==> config.mk <==
export PLATFORM = sky130hd
export DESIGN_NAME = fpu_pcpi_sequencer
export DESIGN_NICKNAME = d
export VERILOG_FILES = /design/src/rtl/fpu_pkg.sv /design/src/rtl/fpu_insn_decode.sv /design/src/rtl/fpu_pcpi_sequencer.sv
export SDC_FILE = /design/constraint.sdc
export NUM_CORES = 1
export LEC_CHECK = 0
export BUFFER_PORTS_ARGS = -buffer_cell sky130_fd_sc_hd__buf_2
export CAP_MARGIN = 25
export CORE_AREA = 8 8 106 108
export CTS_CLUSTER_SIZE = 16
export DETAILED_ROUTE_END_ITERATION = 8
export DIE_AREA = 0 0 114 116
export GPL_TIMING_DRIVEN = 0
export PLACE_DENSITY = 0.9
export SYNTH_ARGS = -nofsm -noshare
export SYNTH_HDL_FRONTEND = slang
export SYNTH_SLANG_ARGS = --single-unit
export TNS_END_PERCENT = 20
==> constraint.sdc <==
create_clock -name clk -period 2.3 [get_ports clk]
set_clock_uncertainty 0.2 [all_clocks]
set_input_delay 0.23 -clock clk [delete_from_list [all_inputs] [get_ports clk]]
set_output_delay 0.23 -clock clk [all_outputs]
set_load 0.02 [all_outputs]
==> src/rtl/fpu_pkg.sv <==
// Shared constants for the FPU PCPI blocks: opcode/funct7 encodings, FPU op codes,
// the canonical NaN and the sequencer state encoding.
package fpu_pkg;

    localparam logic [6:0]  OPCODE_OP_FP   = 7'h53;
    localparam logic [6:0]  FUNCT7_FADD    = 7'h00;
    localparam logic [6:0]  FUNCT7_FSUB    = 7'h04;
    localparam logic [6:0]  FUNCT7_FMUL    = 7'h08;

    localparam logic [1:0]  FPU_OP_ADD     = 2'd0;
    localparam logic [1:0]  FPU_OP_SUB     = 2'd1;
    localparam logic [1:0]  FPU_OP_MUL     = 2'd2;

    localparam logic [31:0] FP32_CANON_NAN = 32'h7FC0_0000;

    typedef logic [2:0] seq_state_t;

    localparam seq_state_t ST_IDLE  = 3'd0;
    localparam seq_state_t ST_ISSUE = 3'd1;
    localparam seq_state_t ST_WAIT  = 3'd2;
    localparam seq_state_t ST_RESP  = 3'd3;
    localparam seq_state_t ST_DRAIN = 3'd4;
    localparam seq_state_t ST_ABORT = 3'd5;

endpackage

==> src/rtl/fpu_insn_decode.sv <==
// Combinational OP-FP decoder: recognises fadd.s/fsub.s/fmul.s and maps them to an
// FPU op code. The rounding-mode field is deliberately not examined.
module fpu_insn_decode
    import fpu_pkg::*;
#(
    parameter int ENABLE_MULT = 1
) (
    input  logic [31:0] pcpi_insn,
    output logic        match,
    output logic [1:0]  fpu_op
);

    logic unused_insn;
    assign unused_insn = ^pcpi_insn[24:7];

    always_comb begin
        match  = 1'b0;
        fpu_op = FPU_OP_ADD;
        if (pcpi_insn[6:0] == OPCODE_OP_FP) begin
            case (pcpi_insn[31:25])
                FUNCT7_FADD: begin
                    match  = 1'b1;
                    fpu_op = FPU_OP_ADD;
                end
                FUNCT7_FSUB: begin
                    match  = 1'b1;
                    fpu_op = FPU_OP_SUB;
                end
                FUNCT7_FMUL: begin
                    if (ENABLE_MULT != 0) begin
                        match  = 1'b1;
                        fpu_op = FPU_OP_MUL;
                    end
                end
                default: ;
            endcase
        end
    end

endmodule

==> src/rtl/fpu_pcpi_sequencer.sv <==
// PCPI controller that runs one operation at a time on a shared FP32 core.
// Define FPU_SEQ_TIMEOUT_EN to build the hung-FPU watchdog and the sticky seq_err flag.
module fpu_pcpi_sequencer
    import fpu_pkg::*;
#(
    parameter int TIMEOUT_CYCLES = 256,
    parameter int ENABLE_MULT    = 1
) (
    input  logic        clk,
    input  logic        resetn,
    input  logic        pcpi_valid,
    input  logic [31:0] pcpi_insn,
    input  logic [31:0] pcpi_rs1,
    input  logic [31:0] pcpi_rs2,
    output logic        pcpi_wr,
    output logic [31:0] pcpi_rd,
    output logic        pcpi_wait,
    output logic        pcpi_ready,
    output logic        fpu_start,
    output logic [1:0]  fpu_op,
    output logic [31:0] fpu_a,
    output logic [31:0] fpu_b,
    input  logic        fpu_done,
    input  logic [31:0] fpu_result,
    output logic        seq_err
);

    seq_state_t state;
    logic       dec_match;
    logic [1:0] dec_op;
    logic       resp_to_abort;
    logic       timeout_fire;

    fpu_insn_decode #(
        .ENABLE_MULT (ENABLE_MULT)
    ) u_decode (
        .pcpi_insn (pcpi_insn),
        .match     (dec_match),
        .fpu_op    (dec_op)
    );

    // Handshake outputs are pure state decodes, so an async reset clears them at once.
    assign fpu_start  = (state == ST_ISSUE);
    assign pcpi_wait  = (state == ST_ISSUE) || (state == ST_WAIT);
    assign pcpi_ready = (state == ST_RESP);
    assign pcpi_wr    = (state == ST_RESP);

`ifdef FPU_SEQ_TIMEOUT_EN
    localparam int CNT_W = $clog2(TIMEOUT_CYCLES);

    logic [CNT_W-1:0] wait_cnt;

    always_ff @(posedge clk or negedge resetn) begin
        if (!resetn) begin
            wait_cnt <= '0;
        end else if (state == ST_ISSUE) begin
            wait_cnt <= '0;
        end else if (state == ST_WAIT) begin
            wait_cnt <= wait_cnt + CNT_W'(1);
        end
    end

    // A done or an abort in the expiry cycle takes priority over the forced response.
    assign timeout_fire = (state == ST_WAIT) && pcpi_valid && !fpu_done &&
                          (wait_cnt == CNT_W'(TIMEOUT_CYCLES - 1));

    always_ff @(posedge clk or negedge resetn) begin
        if (!resetn) begin
            seq_err <= 1'b0;
        end else if (timeout_fire) begin
            seq_err <= 1'b1;
        end
    end
`else
    logic [31:0] unused_timeout;
    assign unused_timeout = 32'(TIMEOUT_CYCLES);
    assign timeout_fire   = 1'b0;
    assign seq_err        = 1'b0;
`endif

    always_ff @(posedge clk or negedge resetn) begin
        if (!resetn) begin
            state         <= ST_IDLE;
            fpu_op        <= FPU_OP_ADD;
            fpu_a         <= '0;
            fpu_b         <= '0;
            pcpi_rd       <= '0;
            resp_to_abort <= 1'b0;
        end else begin
            case (state)
                ST_IDLE: begin
                    if (pcpi_valid && dec_match) begin
                        fpu_op <= dec_op;
                        fpu_a  <= pcpi_rs1;
                        fpu_b  <= pcpi_rs2;
                        state  <= ST_ISSUE;
                    end
                end
                ST_ISSUE: begin
                    state <= pcpi_valid ? ST_WAIT : ST_ABORT;
                end
                ST_WAIT: begin
                    if (!pcpi_valid) begin
                        state <= fpu_done ? ST_IDLE : ST_ABORT;
                    end else if (fpu_done) begin
                        pcpi_rd       <= fpu_result;
                        resp_to_abort <= 1'b0;
                        state         <= ST_RESP;
                    end else if (timeout_fire) begin
                        pcpi_rd       <= FP32_CANON_NAN;
                        resp_to_abort <= 1'b1;
                        state         <= ST_RESP;
                    end
                end
                ST_RESP: begin
                    // After a forced response the late done must still be swallowed.
                    state <= resp_to_abort ? ST_ABORT : ST_DRAIN;
                end
                ST_DRAIN: begin
                    if (!pcpi_valid) begin
                        state <= ST_IDLE;
                    end
                end
                ST_ABORT: begin
                    if (fpu_done) begin
                        state <= ST_IDLE;
                    end
                end
                default: state <= ST_IDLE;
            endcase
        end
    end

endmodule

**Word level (Yosys, flattened, before mapping)**

Cells that the tools add are included.

- Word-level logic and storage cells: 37
- Bits in registers: 101
- Output and inout bits: 103
- Bits of input ports: 132

- Eq/ne operators: 12
- Reductions and logical operators: 8
- Multiplexer cells: 12

Operator list:

| kind | count |
|---|---|
| 3-bit two-way mux | 7 |
| 3-bit one-hot mux with 6 select lines | 1 |
| 7-bit by 3-bit == test with 1-bit output (second input constant) | 1 |
| 7-bit by 4-bit == test with 1-bit output (second input constant) | 1 |
| 7-bit == test (second input constant) | 1 |
| 7-bit logical NOT | 1 |
| 3-bit by 2-bit == test with 1-bit output (second input constant) | 2 |
| 3-bit == test (second input constant) | 2 |
| 2-bit inequality test (second input constant) | 3 |
| 2-bit one-hot mux with 2 select lines | 1 |
| 4-bit AND reduction | 1 |
| 3-bit by 1-bit == test with 1-bit output (second input constant) | 1 |
| 3-bit logical NOT | 1 |
| 3-bit inequality test (second input constant) | 1 |
| 3-bit AND reduction | 1 |
| 3-bit OR reduction | 1 |
| 1-bit two-way mux | 2 |
| 2-bit two-way mux | 1 |
| 2-bit AND reduction | 1 |
| 1-bit logical AND | 1 |
| 1-bit logical OR | 1 |

**Depth between registers and ports, before layout**

Gate-level depths: netlist of run 1.

- Depth after elaboration: 7
- Gate-level depth with buffers: 7
- Depth with buffers taken out: 4

**By module**

Synthesis of run 1 repeated with hierarchy kept, for this count alone.

- Cell total of the unflattened synthesis: 247
- Area total of the unflattened synthesis: 4161.5 um^2

By module, submodules not included:

| module | area each (um^2) | times used | seq. area each (um^2) | cells an instance |
|---|---|---|---|---|
| fpu_pcpi_sequencer | 4087.7 | 1 | 2527.4 | 238 |
| fpu_insn_decode | 73.8 | 1 | 0.0 | 9 |

**Worst setup path before layout of run 1**

OpenSTA, ideal clock, no wires.

- Path type: flip-flop to flip-flop
- From: reg state[2]
- To: reg fpu_a[0]
- Period minus slack after synthesis: 1.849 ns
- Setup time: 0.125 ns
- Stages on the path, launching flop included: 8
- Required time: 1.975 ns
- Path buffers: 3
- Setup slack: 0.451 ns
- Data arrival time: 1.524 ns
- Cell sequence: dfrtp_1 > buf_2 > nor3b_2 > nand3_1 > nor2_4 > buf_8 > buf_12 > mux2_4

- Longest elaborated chain between the ends: 2

RTL lines:

| item | RTL line | source |
|---|---|---|
| start: declaration | fpu_pcpi_sequencer.sv:28 | `seq_state_t state;` |
| start signal: assignment | fpu_pcpi_sequencer.sv:100 | `state <= pcpi_valid ? ST_WAIT : ST_ABORT;` |
| start signal: assignment | fpu_pcpi_sequencer.sv:104 | `state <= fpu_done ? ST_IDLE : ST_ABORT;` |
| start signal: assignment | fpu_pcpi_sequencer.sv:117 | `state <= resp_to_abort ? ST_ABORT : ST_DRAIN;` |
| 3-bit logical NOT | fpu_pcpi_sequencer.sv:90 | `case (state)` |
| 2-bit AND reduction (no source line) | -- |  |
| end signal: assignment | fpu_pcpi_sequencer.sv:94 | `fpu_a <= pcpi_rs1;` |
| end: declaration | fpu_pcpi_sequencer.sv:21 | `output logic [31:0] fpu_a,` |

No other way between the ends.
A chain may end at the register's enable or synchronous reset.

**Worst setup path after layout of run 1**

- From: in pcpi_valid
- To: reg fpu_a[0]

- Longest elaborated chain between the ends: 2

RTL lines:

| item | RTL line | source |
|---|---|---|
| start: declaration | fpu_pcpi_sequencer.sv:11 | `input logic pcpi_valid,` |
| 1-bit logical AND | fpu_pcpi_sequencer.sv:92 | `if (pcpi_valid && dec_match) begin` |
| 2-bit AND reduction (no source line) | -- |  |

No other way between the ends.

==> results.cfg, run 1 <==
[outcome]
status = complete, no violations

[yosys]
synth-seq-cells = 101
syn_avg_cell_area_sq_um = 16.7
yosysMostFrequentCell = dfrtp_1
syn-cell-area_sq_mm = 0.00410
synth_area_leaders = dfrtp_1 (62%), mux2_2 (18%), mux2_4 (11%), buf_12 (1.5%), buf_4 (1.5%)
yosys-top-cells-count = dfrtp_1 (101), mux2_2 (67), mux2_4 (30), buf_4 (8), nor3b_1 (4)
yosysTopAreaCell = dfrtp_1
async_flop_share = 1.00
yosysTopAreaCellShare = 0.617
syn_nets = 377
yosys_warnings = 0
synth_ff_type = dfrtp_1
synth_cells = 245
synth-edff-count = 0
seq_area_frac_synth = 0.617
ys_types = 30

[floorplanning]
core_area_sq_mm = 0.00955
start_util = 0.429
die_y_um = 116
dieArea_sq_mm = 0.0132
chipWidth_um = 114
pin_count = 235
fp-row-count = 36

[finish]
syn_to_final_growth_pct = 59.1
nNetsFinal = 702
instances_no_fill = 708
drive_gt1_frac = 0.599
fill_cells = 660
multi_input_area_sq_mm = 0.00142
seq_area_sq_mm = 0.00253
fin_util = 0.683

[clock_tree]
clkLatencyLatePin_ps = 350
cts_tree = yes
path_clk_slew_ps = 90
cts_setup_buffers = 0
cts_resized = 0
cts_hold_buf = 98
numClockSinks = 101
cts_max_path_buffers = 2
cts-root-buf = clkbuf_8
cts_buffers = 9
cts-htree-levels = 3

[routing]
wl_per_cell_um = 18.1
viasPerCell = 4.62
num_vias = 3268
antenna_left = 0
drt-total-wl_um = 12800
drt_iter0_drc = 123
drc = 0
dr.pass1.iters = 4

[sta]
hold_slack_ps = 49.1
slew_viol_final = 0
min_period_over_period = 0.929
slew_headroom = 0.512
fmax_ghz = 0.468
setup_viol = 0
setup_slack_ps = 163
rsz0062_at_grt = false
tightest_slew_ps = 732
hold_violations = 0
min_period_ps = 2140

[worst_setup_path]
critPathMaxFanout = 10
crit_start = pcpi_valid
crit_path_cell_trace = dlygate4sd3_1 -> buf_2 -> nor3b_2 -> nand3_1 -> nor2_4 -> buf_8 -> buf_12 -> mux2_4
end_kind = register
start_kind = input pin
crit_arrival_ps = 2170
critPathRequiredTime_ps = 2340
critPathKind = in2reg
r2r_cells = 7
worst_path_largest_cell_delay_ps = 550
reg2reg_from = state[1]
slowest_stage = dlygate4sd3_1

[min_path]
hp-start = pcpi_insn[27]
holdCritPathClass = in2reg
holdPathStages = 3

[power_and_ir_drop]
p_leak_nw = 3.59
peakVddDrop_uv = 458
power_density_mw_per_mm2 = 660

[placed_design]
gp_congestion = 0.749
dp.cells = 594
dp_hpwl_um = 8540
post-place-ws_ps = 199
numPortBuffers = 215

[global_route]
grt_use_total = 0.197
grt_pass1_vias = 3795
grt_max_degree = 57
overflow = 0
grt_pass1_wl_um = 20100
antenna_found_initial = 0

[run]
maxCapViolCount = 0
## critical path, delay by kind of cell
kind	cells	cell delay, ps
and+or+nand+nor	3	560
buffers and inverters	4	1060
muxes	1	310
## worst paths after layout
check / endpoint / slack, ps
min: fpu_op[1] / 50
max in group asynchronous: pcpi_rd[21] / 960
min in group asynchronous: fpu_b[10] / 250
max reg2reg: fpu_a[0] / 190
max: fpu_a[0] / 160
min reg2reg: pcpi_rd[5] / 290
## routing by layer
metal / track usage / vias to the layer above / share of wire
met3: 0.0865 / 21 / 0.092
met1: 0.194 / 1603 / 0.35
met5: 0 / - / 0
met4: 0.0745 / 0 / 0.021
li1: - / 1507 / -
met2: 0.360 / 137 / 0.53
## cell families (layout without fill, tap and decap cells)
logic type	Yosys count	count (layout)	share of synthesized area
AO/OA/AOI/OAI	5	5	0.00733
XOR/XNOR	2	2	0.00428
other	1	2	0.000915
AND/OR/NAND/NOR	22	22	0.0363
buffers and inverters	16	345	0.0376
multiplexers	98	98	0.297
flip-flops	101	101	0.617
## state kept, by name, indices dropped and copies added, names as in the netlist
register / count
state: 3
fpu_b: 32
fpu_a: 32
fpu_op: 2
pcpi_rd: 32
## through the flow
| stage | power (mW) | area (sq um) | setup TNS, ps |
|---|---|---|---|
| after global routing | 4.54 | 6520 | 0 |
| after global placement | 3.15 | 5340 | -13330 |
| final | 4.30 | 6520 | 0 |
| after floorplan | 2.74 | 4100 | 0 |
| after detailed placement | 3.21 | 5370 | 0 |
| after CTS | 4.35 | 6520 | 0 |
## layout make-up
| type | instances | area share |
|---|---|---|
| flip-flops and latches | 101 | 0.388 |
| well taps | 133 | 0.0255 |
| diodes | 1 | 0.000384 |
| repair buffers | 314 | 0.320 |
| plain buffers | 15 | 0.0230 |
| multi-input cells | 128 | 0.217 |
| clock inverters | 4 | 0.00384 |
| inverters | 1 | 0.000576 |
| clock buffers | 11 | 0.0217 |
## report_power, final
group | leakage [nW] | switching (mW) | internal [mW]
logic | 2.12 | 0.637 | 0.553
registers | 1.39 | 0.122 | 2.00
clock network | 0.0812 | 0.576 | 0.414
total | 3.59 | 1.33 | 2.97
## layout by cell type (no fill, tap or decap), types with 2 or more instances in the layout
cell	count
nand2_1	2
nor2b_1	2
o21ai_0	2
dlygate4sd3_1	98
dfrtp_1	101
nand2b_1	2
clkinv_2	2
mux2_2	67
nor3b_1	4
mux2_4	30
nor3_1	2
nor2_1	2
buf_12	3
buf_4	9
buf_2	216
clkinvlp_4	2
xnor2_1	2
clkbuf_8	10
(Power assumes the default switching activity.)
==> inputs of run 2 (changes only) <==
--- a/config.mk
+++ b/config.mk
@@ -7,10 +7,12 @@
 export LEC_CHECK = 0
 export BUFFER_PORTS_ARGS = -buffer_cell sky130_fd_sc_hd__buf_2
 export CAP_MARGIN = 25
-export CORE_AREA = 8 8 106 108
+export CELL_PAD_IN_SITES_DETAIL_PLACEMENT = 1
+export CELL_PAD_IN_SITES_GLOBAL_PLACEMENT = 1
+export CORE_AREA = 8 8 119 121
 export CTS_CLUSTER_SIZE = 16
 export DETAILED_ROUTE_END_ITERATION = 8
-export DIE_AREA = 0 0 114 116
+export DIE_AREA = 0 0 127 129
 export GPL_TIMING_DRIVEN = 0
 export PLACE_DENSITY = 0.9
 export SYNTH_ARGS = -nofsm -noshare
==> results.cfg, run 2 (synthesis gave the netlist of run 1 again) <==
[outcome]
status = complete, no violations

[placed_design]
dp.cells = 611
numPortBuffers = 215
gp_congestion = 0.775
dp_hpwl_um = 9530

[clock_tree]
cts-root-buf = clkbuf_16
numClockSinks = 101
cts-htree-levels = 3
clkLatencyLatePin_ps = 340
cts_max_path_buffers = 2
path_clk_slew_ps = 70
cts_tree = yes
cts_buffers = 9

[global_route]
grt_use_total = 0.190
grt_pass1_vias = 4083
overflow = 0
grt_max_degree = 56
grt_pass1_wl_um = 23800
antenna_found_initial = 0

[floorplanning]
chipWidth_um = 127
start_util = 0.333
dieArea_sq_mm = 0.0164
core_area_sq_mm = 0.0123
die_y_um = 129
fp-row-count = 41
pin_count = 235

[worst_setup_path]
crit_path_cell_trace = dlygate4sd3_1 -> buf_2 -> nor3b_2 -> nand3_1 -> nor2_4 -> buf_8 -> buf_12 -> mux2_4
start_kind = input pin
slowest_stage = dlygate4sd3_1
critPathMaxFanout = 10
end_kind = register
critPathRequiredTime_ps = 2320
critPathBufInv = 4
crit_arrival_ps = 2130
worst_path_largest_cell_delay_ps = 530
crit_family = buffers and inverters
critPathKind = in2reg

[routing]
antenna_left = 0
drc = 0
wl_per_cell_um = 20.7
viasPerCell = 4.57
drt_iter0_drc = 137
dr.pass1.iters = 4
num_vias = 3314
drt-total-wl_um = 15000

[sta]
setup_tns_ps = 0
hold_violations = 0
rsz0062_at_grt = false
tightest_slew_ps = 622
min_period_ps = 2110
min_period_over_period = 0.920
slew_headroom = 0.585
fmax_ghz = 0.473
setup_viol = 0
slew_viol_final = 0

[power_and_ir_drop]
power_density_mw_per_mm2 = 735
power_mw = 4.91
intPower_mw = 3.44
comb_power_share = 0.246
p_leak_nw = 3.66
peakVddDrop_uv = 312
seqPwrFrac = 0.434
power.switching_mw = 1.47
p_sw_frac = 0.300
p_clk_frac = 0.320

[finish]
drive_gt1_frac = 0.602
instances_no_fill = 725
diodes = 0
top_regs = fpu_a x32, fpu_b x32, pcpi_rd x32
final_cell_mix = buf_2 (216), dfrtp_1 (101), dlygate4sd3_1 (98)
syn_to_final_growth_pct = 63.1
nNetsFinal = 702
fill_cells = 1263
final_common_cell = buf_2

[run]
maxCapViolCount = 0

[min_path]
holdCritPathClass = in2reg
## run 2: cell count changes in the layout (fill, tap and decap cells not counted), sizes merged
cell,previous run,this run
bufinv,0,1
clkbuf,12,11
inv,1,2
diode,1,0
## run 2: power by group through the flow
stage               logic [mW]  registers, mW  clock network (mW)
floorplan                0.318           2.42                   0
global placement          1.02           2.13                   0
detailed placement        1.07           2.16                   0
CTS                       1.20           2.13                1.61
global route              1.29           2.16                1.68
finish                    1.21           2.13                1.57
## run 2: cell type report
| class | count | area, sq um | area share |
|---|---|---|---|
| multi-input cells | 128 | 1420 | 0.212 |
| clock inverters | 6 | 71.3 | 0.0107 |
| plain buffers | 15 | 150 | 0.0225 |
| flip-flops and latches | 101 | 2530 | 0.378 |
| repair buffers | 314 | 2090 | 0.312 |
| inverters | 1 | 3.75 | 0.000562 |
| clock buffers | 10 | 239 | 0.0358 |
| well taps | 150 | 188 | 0.0281 |
## run 2: stage by stage
step                      setup slack, ps   util  hold slack [ps]  area, sq um
after global placement               -219  0.435              258         5360
after detailed placement             94.5  0.438             87.2         5390
final                                 185  0.543             67.2         6680
after floorplan                       451      -             -266         4100
after global routing                 67.9  0.543              108         6680
after CTS                             182  0.543             57.2         6680
## run 2: worst register-to-register path, delay by kind of cell, from the launching register on
| family | cells | cell delay (ps) |
|---|---|---|
| multiplexers | 1 | 320 |
| buffers and inverters | 3 | 530 |
| flip-flops | 1 | 360 |
| AND/OR/NAND/NOR | 3 | 530 |
## run 2: worst paths after layout
path	start	endpoint	slack (ps)	cells after the start
max in group asynchronous	resetn	fpu_b[17]	960	3
setup reg to reg	state[1]	fpu_a[20]	220	7
hold reg to reg	pcpi_rd[26]	pcpi_rd[26]	300	1
min in group asynchronous	resetn	pcpi_rd[9]	250	2
setup / recovery	pcpi_valid	fpu_a[20]	190	8
hold / removal	pcpi_insn[27]	fpu_op[1]	70	3
## run 2: per-layer routing
metal | vias up | GRT usage | routed length, um
met1 | 1642 | 0.199 | 5560
met3 | 20 | 0.0612 | 1110
li1 | 1504 | - | -
met4 | 0 | 0.0658 | 293
met2 | 148 | 0.350 | 8060
met5 | - | 0 | 0
## run 2: repair_timing
| action | CTS | global route |
|---|---|---|
| setup endpoints to repair | 0 | 0 |
| resized for setup | 0 | 0 |
| setup buffers | 0 | 0 |
| hold buffers | 98 | 0 |
| hold endpoints to repair | 143 | 0 |
==> inputs of run 3 (changes only) <==
==> constraint.sdc (replaced) <==
create_clock -name clk -period 2.3 [get_ports clk]
set_clock_uncertainty 0.2 [all_clocks]
set_input_delay 0.23 -clock clk [delete_from_list [all_inputs] [get_ports clk]]
set_output_delay 0.23 -clock clk [all_outputs]
set_load 0.05 [all_outputs]
==> results.cfg, run 3 (synthesis gave the netlist of run 1 again) <==
[worst_setup_path]
slowest_stage = dlygate4sd3_1
crit_arrival_ps = 2190
start_kind = input pin
critPathRequiredTime_ps = 2310
r2r-end = fpu_a[13]
r2r_cells = 7
reg2reg_from = state[2]
worst_path_largest_cell_delay_ps = 520
critPathKind = in2reg
r2r_setup_slack_ps = 170
end_kind = register
critPathMaxFanout = 10
crit_family = buffers and inverters
crit_path_cell_trace = dlygate4sd3_1 -> buf_2 -> nor3b_2 -> nand3_1 -> nor2_4 -> buf_8 -> buf_12 -> mux2_4
critPathBufInv = 4
worst-path-stages = 8

[floorplanning]
core_area_sq_mm = 0.0123
die_y_um = 129
dieArea_sq_mm = 0.0164
fp-row-count = 41
pin_count = 235
chipWidth_um = 127
start_util = 0.333

[clock_tree]
cts-root-buf = clkbuf_16
clkLatencyLatePin_ps = 330
cts_tree = yes
cts_max_path_buffers = 2
cts_setup_buffers = 0
numClockSinks = 101
cts_buffers = 9
cts-htree-levels = 3
path_clk_slew_ps = 70

[power_and_ir_drop]
comb_power_share = 0.323
intPower_mw = 3.41
p_sw_frac = 0.370
seqPwrFrac = 0.395
peakVddDrop_uv = 280
power_density_mw_per_mm2 = 812
p_clk_frac = 0.281
p_leak_nw = 3.65
power.switching_mw = 2.01

[sta]
setup_viol = 0
slew_viol_final = 0
tightest_slew_ps = 625
min_period_over_period = 0.946
hold_violations = 0
hold_slack_ps = 78.5
setup_tns_ps = 0
min_period_ps = 2180
fmax_ghz = 0.460
slew_headroom = 0.584
rsz0062_at_grt = false

[run]
maxCapViolCount = 0

[placed_design]
place_area_sq_mm = 0.00540
gp_congestion = 0.803
numPortBuffers = 215
dp_hpwl_um = 9660

[global_route]
antenna_found_initial = 0
grt_use_total = 0.191
overflow = 0
grt_pass1_vias = 3995
grt_max_degree = 57
grt_pass1_wl_um = 24000

[min_path]
holdCritPathClass = in2reg
hold_end = fpu_op[0]
holdPathStages = 3
hp-start = pcpi_insn[28]

[finish]
top_regs = fpu_a x32, fpu_b x32, pcpi_rd x32
fin_area_sq_mm = 0.00667
final_common_cell = buf_2
drive_gt1_frac = 0.600
final_cell_mix = buf_2 (216), dfrtp_1 (101), dlygate4sd3_1 (98)
syn_to_final_growth_pct = 62.8
nNetsFinal = 702
fill_cells = 1301
diodes = 0

[outcome]
status = complete, no violations

[routing]
drt_iter0_drc = 187
antenna_left = 0
drc = 0
viasPerCell = 4.63
wl_per_cell_um = 21.3
num_vias = 3354
dr.pass1.iters = 2
drt-total-wl_um = 15500
## run 3: power by group through the flow
| stage | clock (mW) | sequential [mW] | combinational (mW) |
|---|---|---|---|
| 2_1_floorplan | 0 | 2.91 | 0.351 |
| 3_5_place_dp | 0 | 2.16 | 1.60 |
| 3_3_place_gp | 0 | 2.13 | 1.56 |
| 6_report | 1.52 | 2.14 | 1.75 |
| 5_1_grt | 1.63 | 2.17 | 1.83 |
| 4_1_cts | 1.56 | 2.13 | 1.74 |
## run 3: worst reg2reg max path: cells and delay by family, from the launching register on
family | cells | cell delay [ps]
and+or+nand+nor | 3 | 600
DFF | 1 | 360
muxes | 1 | 320
buffers and inverters | 3 | 530
## run 3: stage by stage
step	total power, mW	util	worst slack, ps	cells
final	5.42	0.542	124	725
after global routing	5.64	0.542	44.8	725
after CTS	5.43	0.542	131	725
after detailed placement	3.76	0.438	165	611
after global placement	3.69	0.436	-202	610
after floorplan	3.26	-	274	245
## run 3: cell type report
class / count / area, sq um / share of cell area
flip-flops and latches: 101 / 2530 / 0.379
repair buffers: 314 / 2090 / 0.313
multi-input cells: 128 / 1420 / 0.213
clock buffers: 11 / 233 / 0.0349
well taps: 150 / 188 / 0.0281
plain buffers: 15 / 150 / 0.0225
clock inverters: 5 / 60.1 / 0.00900
inverters: 1 / 3.75 / 0.000563
## run 3: worst max-delay path by stage
stage / start / slack, ps / end
finish: pcpi_valid / 120 / fpu_a[13]
global route: pcpi_valid / 40 / fpu_a[13]
CTS: pcpi_valid / 130 / fpu_a[13]
detailed placement: state[2] / 170 / fpu_a[13]
global placement: resetn / -200 / fpu_a[30]
floorplan: state[2] / 270 / fpu_start
## run 3: layer usage
metal | global-route usage | part of all wire | up-vias
li1 | - | - | 1501
met1 | 0.201 | 0.37 | 1685
met2 | 0.350 | 0.53 | 153
met3 | 0.0707 | 0.086 | 15
met4 | 0.0525 | 0.012 | 0
met5 | 0 | 0 | -
## run 3: timing repair
item                                   4_1_cts  5_1_grt
hold buffers                                98        0
gates resized for setup                      0        0
endpoints found under the hold margin      142        0
